[src/rtl/fpu_pkg.sv]
// Shared FPU definitions: exception flag layout, FP32 field widths,
// the canonical quiet NaN, and the retire-buffer occupancy states.
package fpu_pkg;

  localparam int EXP_W = 8;
  localparam int SIG_W = 23;

  localparam logic [31:0] CANON_NAN = 32'h7fc00000;

  localparam int FLAG_NV = 4;
  localparam int FLAG_DZ = 3;
  localparam int FLAG_OF = 2;
  localparam int FLAG_UF = 1;
  localparam int FLAG_NX = 0;

  typedef struct packed {
    logic nv;
    logic dz;
    logic of;
    logic uf;
    logic nx;
  } fflags_t;

  typedef enum logic [1:0] {
    OCC_EMPTY,
    OCC_PARTIAL,
    OCC_FULL
  } occ_state_t;

  // True for any FP32 NaN (all-ones exponent, nonzero significand).
  function automatic logic is_nan(input logic [31:0] word);
    return (word[SIG_W +: EXP_W] == {EXP_W{1'b1}}) && (word[SIG_W-1:0] != '0);
  endfunction

endpackage

[src/rtl/fpu_retire_fifo.sv]
// Result buffer for fpu_retire: DEPTH-entry FIFO with wrapping pointers and
// an occupancy counter; EMPTY/PARTIAL/FULL are derived from the counter.
module fpu_retire_fifo
  import fpu_pkg::*;
#(
  parameter int DEPTH = 2,
  parameter int WIDTH = 37
) (
  input  logic             clk,
  input  logic             rst,
  input  logic             push,
  input  logic [WIDTH-1:0] push_data,
  input  logic             pop,
  output logic [WIDTH-1:0] pop_data,
  output logic             full,
  output logic             empty
);

  localparam int PTR_W = $clog2(DEPTH);
  localparam logic [PTR_W:0] FULL_COUNT = (PTR_W + 1)'(DEPTH);

  logic [WIDTH-1:0] mem [DEPTH];
  logic [PTR_W-1:0] rd_ptr;
  logic [PTR_W-1:0] wr_ptr;
  logic [PTR_W:0]   count;
  occ_state_t       occ;
  logic             do_push;
  logic             do_pop;

  // Classify occupancy so full/empty come from registered state only.
  always_comb begin
    occ = OCC_PARTIAL;
    if (count == '0) begin
      occ = OCC_EMPTY;
    end else if (count == FULL_COUNT) begin
      occ = OCC_FULL;
    end
  end

  assign full     = (occ == OCC_FULL);
  assign empty    = (occ == OCC_EMPTY);
  assign do_push  = push && !full;
  assign do_pop   = pop && !empty;
  assign pop_data = mem[rd_ptr];

  // Pointers wrap naturally because DEPTH is a power of two.
  always_ff @(posedge clk or posedge rst) begin
    if (rst) begin
      rd_ptr <= '0;
      wr_ptr <= '0;
      count  <= '0;
    end else begin
      if (do_push) begin
        wr_ptr <= wr_ptr + 1'b1;
      end
      if (do_pop) begin
        rd_ptr <= rd_ptr + 1'b1;
      end
      case ({do_push, do_pop})
        2'b10:   count <= count + 1'b1;
        2'b01:   count <= count - 1'b1;
        default: count <= count;
      endcase
    end
  end

  // Storage needs no reset; stale entries are unreachable once count clears.
  always_ff @(posedge clk) begin
    if (do_push) begin
      mem[wr_ptr] <= push_data;
    end
  end

endmodule

[src/rtl/fpu_retire.sv]
// FPU result retire stage: buffers FPU results, sanitizes exception flags,
// accumulates sticky fflags and counts invalid-operation retires.
// Optional feature macro FPU_RETIRE_CANON_NAN_EN: replace every captured NaN
// with the canonical quiet NaN; without it results are stored bit-exact.
module fpu_retire
  import fpu_pkg::*;
#(
  parameter int DEPTH = 2,
  parameter int CNT_W = 8
) (
  input  logic             clk,
  input  logic             rst,
  input  logic             in_valid,
  output logic             in_ready,
  input  logic [31:0]      in_result,
  input  logic [4:0]       in_flags,
  output logic             out_valid,
  input  logic             out_ready,
  output logic [31:0]      out_result,
  output logic [4:0]       out_flags,
  input  logic             csr_wr,
  input  logic [4:0]       csr_wdata,
  output logic [4:0]       csr_fflags,
  output logic [CNT_W-1:0] nv_count
);

  localparam logic [CNT_W-1:0] NV_MAX = '1;

  fflags_t     cap_flags;
  logic [31:0] cap_result;
  logic [36:0] pop_word;
  logic        full;
  logic        empty;
  logic        retire;

  // Inexact is implied by overflow or underflow, so fold them into NX on capture.
  always_comb begin
    cap_flags    = in_flags;
    cap_flags.nx = in_flags[FLAG_NX] | in_flags[FLAG_OF] | in_flags[FLAG_UF];
  end

  // Result word as it enters the buffer.
`ifdef FPU_RETIRE_CANON_NAN_EN
  always_comb begin
    cap_result = in_result;
    if (is_nan(in_result)) begin
      cap_result = CANON_NAN;
    end
  end
`else
  always_comb begin
    cap_result = in_result;
  end
`endif

  fpu_retire_fifo #(
    .DEPTH(DEPTH),
    .WIDTH(37)
  ) u_fifo (
    .clk      (clk),
    .rst      (rst),
    .push     (in_valid),
    .push_data({cap_flags, cap_result}),
    .pop      (out_ready),
    .pop_data (pop_word),
    .full     (full),
    .empty    (empty)
  );

  assign in_ready   = !full;
  assign out_valid  = !empty;
  assign out_result = pop_word[31:0];
  assign out_flags  = pop_word[36:32];
  assign retire     = out_valid && out_ready;

  // Sticky flags: a CSR write replaces the value but never drops a retiring word's flags.
  always_ff @(posedge clk or posedge rst) begin
    if (rst) begin
      csr_fflags <= '0;
    end else if (csr_wr && retire) begin
      csr_fflags <= csr_wdata | out_flags;
    end else if (csr_wr) begin
      csr_fflags <= csr_wdata;
    end else if (retire) begin
      csr_fflags <= csr_fflags | out_flags;
    end
  end

  // Saturating count of retired words carrying NV; CSR writes leave it alone.
  always_ff @(posedge clk or posedge rst) begin
    if (rst) begin
      nv_count <= '0;
    end else if (retire && out_flags[FLAG_NV] && (nv_count != NV_MAX)) begin
      nv_count <= nv_count + 1'b1;
    end
  end

endmodule

[config.mk]
export PLATFORM = sky130hd
export DESIGN_NAME = fpu_retire
export DESIGN_NICKNAME = d
export VERILOG_FILES = /design/src/rtl/fpu_pkg.sv /design/src/rtl/fpu_retire_fifo.sv /design/src/rtl/fpu_retire.sv
export SDC_FILE = /design/constraint.sdc
export NUM_CORES = 1
export LEC_CHECK = 0
export BUFFER_PORTS_ARGS = -buffer_cell sky130_fd_sc_hd__clkbuf_2
export CORE_UTILIZATION = 45
export DETAILED_ROUTE_END_ITERATION = 8
export GPL_TIMING_DRIVEN = 1
export PLACE_DENSITY = 0.76
export REMOVE_ABC_BUFFERS = 1
export SETUP_SLACK_MARGIN = 0.05
export SYNTH_ARGS = -nofsm -noshare
export SYNTH_HDL_FRONTEND = slang
export SYNTH_SLANG_ARGS = --single-unit
[constraint.sdc]
create_clock -name clk -period 2.4 [get_ports clk]
set_input_delay 0.36 -clock clk [delete_from_list [all_inputs] [get_ports clk]]
set_output_delay 0.36 -clock clk [all_outputs]
set_load 0.01 [all_outputs]
## After elaboration in Yosys (flattened, before gate mapping)

Memory sizes are Yosys's and may differ from the RTL's.
Index checks and enable logic that the tools add are counted.

- $add $sub $neg: 5
- Equality and inequality tests: 5
- Mux-type cells: 8
- Bitwise operators: 4
- Reduce and logical (&&, ||, !) cells: 11

Operator list:

| cell | count |
|---|---|
| $mux 5 | 3 |
| $or 5x5->5 | 2 |
| $add 8x1->8 const B | 1 |
| $ne 8x8->1 const B | 1 |
| $eq 2x2->1 const B | 3 |
| $logic_and 1x1->1 | 5 |
| $logic_not 2->1 | 2 |
| $mux 2 | 2 |
| $pmux 2 s2 | 1 |
| $reduce_bool 3->1 | 1 |
| $add 1x1->1 const B | 2 |
| $add 2x1->2 const B | 1 |
| $eq 2x1->1 const B | 1 |
| $logic_not 1->1 | 2 |
| $mux 1 | 2 |
| $or 1x1->1 | 2 |
| $reduce_bool 2->1 | 1 |
| $sub 2x1->2 const B | 1 |

- Register bits: 17
- Memory bits (writable): 74
- Input port bits: 47
- Output and inout bits: 52
- Logic and storage cells: 39
- Memories: 1

Memory list:

| name | depth | width | read ports | clocked after memory_dff | write ports | line | text |
|---|---|---|---|---|---|---|---|
| u_fifo.mem | 2 | 37 | 1 | 0 | 1 | fpu_retire_fifo.sv:22 | `logic [WIDTH-1:0] mem [DEPTH];` |

## Longest topological paths before layout

- Depth after elaboration: 9
- Mapped depth: 6
- Mapped depth without buffers: 6

## Cells and area by module

A second synthesis with hierarchy kept.

- Cell total of the unflattened synthesis: 196
- Area total of the unflattened synthesis: 3617.2 um^2

By module, submodules not included:

| module | instances | cells an instance | area each (um^2) | seq. area each (um^2) |
|---|---|---|---|---|
| fpu_retire_fifo | 1 | 134 | 2952.8 | 2322.2 |
| fpu_retire | 1 | 62 | 664.4 | 325.3 |

## Worst setup path before layout

No wires, ideal clock.

- Path kind: register to register
- Start point: register u_fifo.count[0]
- End point: memory u_fifo.mem[0][0], enable pin
- Setup time: 0.431 ns
- Arrival time: 2.286 ns
- Data required time: 1.969 ns
- Path slack: -0.317 ns
- Cell stages (with the launch flop): 4
- Buffers on the path: 0
- Period minus slack after synthesis: 2.717 ns
- Cells stage by stage: dfrtp_1 nand2b_1 nand2_1 nor2_1

- Cells in the longest elaborated chain, start to end: 8
- Elaborated cells between the ends (all ways): 9
- Classes of those cells: eq/ne (2); mux (4); reduce/logical (3)

RTL lines:

| element | line | text |
|---|---|---|
| start, declared | fpu_retire_fifo.sv:25 | `logic [PTR_W:0] count;` |
| start signal, assigned | fpu_retire_fifo.sv:60 | `2'b10: count <= count + 1'b1;` |
| start signal, assigned | fpu_retire_fifo.sv:61 | `2'b01: count <= count - 1'b1;` |
| start signal, assigned | fpu_retire_fifo.sv:62 | `default: count <= count;` |
| $eq 2x2->1 | fpu_retire_fifo.sv:35 | `end else if (count == FULL_COUNT) begin` |
| $mux 2 | fpu_retire_fifo.sv:35 |  |
| $mux 2 * | fpu_retire_fifo.sv:33 | `if (count == '0) begin` |
| $eq 2x2->1 * | fpu_retire_fifo.sv:40 | `assign full = (occ == OCC_FULL);` |
| $logic_not 1->1 * | n/a |  |
| net in_ready | fpu_retire.sv:14 | `output logic in_ready,` |
| $logic_and 1x1->1 * | fpu_retire_fifo.sv:42 | `assign do_push = push && !full;` |
| $mux 1 * | fpu_retire_fifo.sv:69 | `if (do_push) begin` |
| $mux 1 (not written as such) * | fpu_retire_fifo.sv:70 | `mem[wr_ptr] <= push_data;` |
| end, declared | fpu_retire_fifo.sv:22 |  |

The timed path passes the listed nets; every way through them passes the cells marked *.

## Worst setup path after layout

- Start point: register u_fifo.rd_ptr
- End point: output out_result[10]

- Cells in the longest elaborated chain, start to end: 1

RTL lines:

| element | line | text |
|---|---|---|
| start, declared | fpu_retire_fifo.sv:23 | `logic [PTR_W-1:0] rd_ptr;` |
| start signal, assigned | fpu_retire_fifo.sv:57 | `rd_ptr <= rd_ptr + 1'b1;` |
| $mem_v2 2x37 | n/a |  |
| end, declared | fpu_retire.sv:19 | `output logic [31:0] out_result,` |

No other way between the ends.

==> flow_results.org <==
** Outcome
- Result of the run :: complete, no violations

** Floorplan
- Starting Density :: 47.5%
- Floorplan die width :: 90.2 um
- The die covers 0.00813 mm^2.
- Pin placement for this block handled 99 I/O pins.
- After floorplanning, the core was sized to cover 0.00737 mm^2.
- The die is 90.2 um tall.
- Std cell rows :: 31

** Clock network
- The longest clock path from root to sink contains 2 buffers.
- TritonCTS built the clock tree.
- Skew-Pair Late Insertion Delay :: 0.35 ns
- Number of buffers inserted for hold repair after clock tree synthesis :: 0
- Buffer type at the clock tree root :: sky130_fd_sc_hd__clkbuf_8
- Clock tree synthesis found a total of 91 sinks.
- Number of H-tree branching levels :: 3
- Clock buffers created by TritonCTS :: 9
- Clock-pin slew was measured on the worst setup and hold paths at 0.09 ns.
- Post-CTS timing repair inserted 0 buffers for setup.

** Critical path
- Worst setup path startpoint :: u_fifo.rd_ptr
- For the worst flop-to-flop path, the logic depth is 3.
- Arrival time at the worst endpoint :: 1.81 ns
- Of all nets on the critical path, the largest fanout is 20.
- Category of the worst setup path launch point :: flop
- Reg2Reg Setup Slack :: 0.64 ns
- At the worst endpoint, the required time is 2.04 ns.
- STA classifies the critical path endpoint as an output port.
- Launch point of the worst reg-to-reg path :: u_fifo.rd_ptr
- Category of the most critical setup path :: flop to output port
- Terminus of the critical flop-to-flop path :: csr_fflags[3]

** Drt
- Total via count after detailed routing :: 2002
- The first detailed-routing pass took 4 iterations.
- In the routed design, unresolved DRC markers number 0.
- WL/cell :: 15.4 um
- Detail-routed via count per cell :: 5.03
- The count of nets left with antenna violations once routing finished came out at 0.
- In this run, the number of DRC markers left after iteration 0 of detailed routing was 92.
- After detailed routing, the total wire length is 6140 um.

** Timing
- The final hold violation count was 0.
- Number of slew-limit violations in the final report :: 0
- Maximum clock frequency :: 461 MHz
- Maximum clock skew at final layout :: 0.00722 ns
- RSZ-0062 raised after global routing :: no
- Final worst path period share :: 90.3%
- Setup slack on the critical path of the routed design comes to 0.233 ns.
- Setup TNS :: 0 ns
- The smallest clock period supported by the final layout is computed as 2.17 ns.
- For the pin with the worst max-slew slack, the measured transition is 0.624 ns.
- Setup violations remaining at the end of the flow were counted as 0.
- Worst max-slew margin expressed relative to the limit :: 58.4%

** Logic synthesis
- Post-synthesis compound-gate area fraction :: 2.29%
- Number of warning messages in the yosys log :: 0
- Synthesis handed over a netlist of 188 instances.
- Summing the areas of all and, or, nand and nor instances in the mapped netlist gives 4.93% of the synthesized area.
- Share of synthesized registers carrying an async set or reset :: 18.7%
- Proportion of synthesized area in mux cells :: 13.0%
- Seq cells post-synth :: 91
- Summing the areas of all fa, ha and maj instances in the mapped netlist gives 0.715% of the synthesized area.
- Part of the Yosys area used for sequential elements :: 75.7%
- Post-synth design cell area :: 0.00350 mm^2
- By area, the combinational part of the netlist is dominated by multiplexers.
- Most frequently used flop master after synthesis :: sky130_fd_sc_hd__edfxtp_1
- The synthesized netlist contains 33 unique library cells.
- Count of flip-flops with a built-in enable after synthesis :: 74
- The synthesized netlist devotes 2.25% of its cell area to XOR and XNOR gates.
- A synthesized cell averages 18.6 um^2.

** Placement
- Dpl cells :: 382
- Routability-driven placement finished with a final weighted congestion of 0.794.
- Placed Area :: 0.00414 mm^2
- Buffers added on ports :: 98
- DP Worst Slack :: 0.496 ns
- Detailed placement HPWL :: 4230 um

** Layout
- Diode count :: 0
- For this run, the number of standard cells in the final layout without fillers is 398.
- Layout Nets :: 343
- Leading cell types in the layout, fill and taps excluded :: sky130_fd_sc_hd__clkbuf_2 (98), sky130_fd_sc_hd__edfxtp_1 (74), sky130_fd_sc_hd__mux2_2 (33)
- Synth-to-layout area growth :: 23.8%
- Of the cells placed in the final design, the portion with a size suffix greater than 1 is 53.5%.
- Final std cell area, no fill :: 0.00433 mm^2
- Leaving out fill and tap cells, the most frequent cell in the layout is sky130_fd_sc_hd__clkbuf_2.

** Global route
- Global routing finished with a remaining overflow of 0.
- Global-route wire length before repair :: 9740 um
- All-Layer GR Usage :: 15.8%
- Number of antenna violations at the first check in global routing :: 0
- Entering global routing, the biggest net connects 26 pins.
- Number of global-route vias before repair :: 2023

** Power
- In this run the static leakage power is 1.72 nW.
- Peak VDD IR :: 0.519 mV
- Overall power after layout :: 0.00497 W
- For this design the ratio of total power to cell area is 1150 mW/mm^2.

** Worst hold path
- The tightest min-delay check is of the input pin to asynchronous set/reset pin type.

** Run
- Maxcap violations :: 0
-- flip-flops by register name (all words and copies together) (netlist names) --
| register | flops |
|---|---|
| u_fifo.mem | 74 |
| u_fifo.count | 2 |
| csr_fflags | 5 |
| u_fifo.rd_ptr | 1 |
| u_fifo.wr_ptr | 1 |
| nv_count | 8 |
-- Yosys cell counts, types with 2 or more instances --
master                     count  area (um^2)
sky130_fd_sc_hd__edfxtp_1     74         2220
sky130_fd_sc_hd__mux2_2       33          372
sky130_fd_sc_hd__dfrtp_1      17          425
sky130_fd_sc_hd__xnor2_1       5         43.8
sky130_fd_sc_hd__a221o_1       4         40.0
sky130_fd_sc_hd__buf_2         4         20.0
sky130_fd_sc_hd__mux2_1        4         45.0
sky130_fd_sc_hd__nand3_1       4         20.0
sky130_fd_sc_hd__nor2_1        4         15.0
sky130_fd_sc_hd__nor2b_1       4         25.0
sky130_fd_sc_hd__xor2_1        4         35.0
sky130_fd_sc_hd__a21oi_1       3         15.0
sky130_fd_sc_hd__and3_1        3         18.8
sky130_fd_sc_hd__nand2_1       3         11.3
sky130_fd_sc_hd__ha_1          2         25.0
sky130_fd_sc_hd__mux2_4        2         30.0
sky130_fd_sc_hd__nand2b_1      2         12.5
-- worst max path at each step --
stage          slack [ns]               end  cells after the start
2_1_floorplan       -0.32  u_fifo.mem[0][0]                      3
3_3_place_gp         0.51    out_result[19]                      3
3_5_place_dp         0.50    out_result[10]                      3
4_1_cts              0.10    out_result[10]                      3
5_1_grt              0.13      out_flags[3]                      3
6_report             0.23    out_result[10]                      3
-- through the flow --
stage / util [%] / hold slack, ns
finish: 58.8 / 0.0620
global route: 58.8 / 0.104
CTS: 58.7 / 0.0814
detailed placement: 56.1 / 0.468
global placement: 56.1 / 0.465
floorplan: - / 0.286
-- cell type report --
type / count / area, um^2
Clock buffer: 9 / 124
Clock inverter: 7 / 68.8
Fill cell: 611 / 3040
Inverter: 1 / 3.75
Multi-Input combinational cell: 90 / 822
Sequential cell: 91 / 2650
Tap cell: 99 / 124
Timing Repair Buffer: 101 / 538
-- report_power, final --
| group | internal (W) | switching [W] | leakage, nW |
|---|---|---|---|
| Combinational | 0.000764 | 0.000820 | 0.746 |
| Clock | 0.000474 | 0.000523 | 0.0811 |
| Sequential | 0.00215 | 0.000235 | 0.889 |
| Total | 0.00339 | 0.00158 | 1.72 |
-- kinds of logic after synthesis --
| family | Yosys count |
|---|---|
| AO/OA/AOI/OAI | 10 |
| XOR/XNOR | 9 |
| adder cells (fa/ha/maj) | 2 |
| buffers and inverters | 7 |
| flip-flops | 91 |
| multiplexers | 40 |
| AND/OR/NAND/NOR | 29 |
-- critical path, stage by stage (launching register included) --
cell and delay [ns]:
sky130_fd_sc_hd__dfrtp_4 0.60, sky130_fd_sc_hd__buf_4 0.33, sky130_fd_sc_hd__mux2_2 0.39, sky130_fd_sc_hd__clkbuf_2 0.13
-- layer usage --
metal  share of wire (%)  up-vias  GRT usage, %
met2                  50       82          26.6
met5                   0        -             0
li1                    -      939             -
met1                  42      972          18.6
met3                 6.3        9          4.40
met4                 1.5        0          7.66
-- what timing repair did --
| action | 4_1_cts | 5_1_grt |
|---|---|---|
| gates resized for setup | 0 | 1 |
| hold endpoints to repair | 0 | 0 |
| setup endpoints to repair | 0 | 16 |
(Power assumes the default switching activity.)
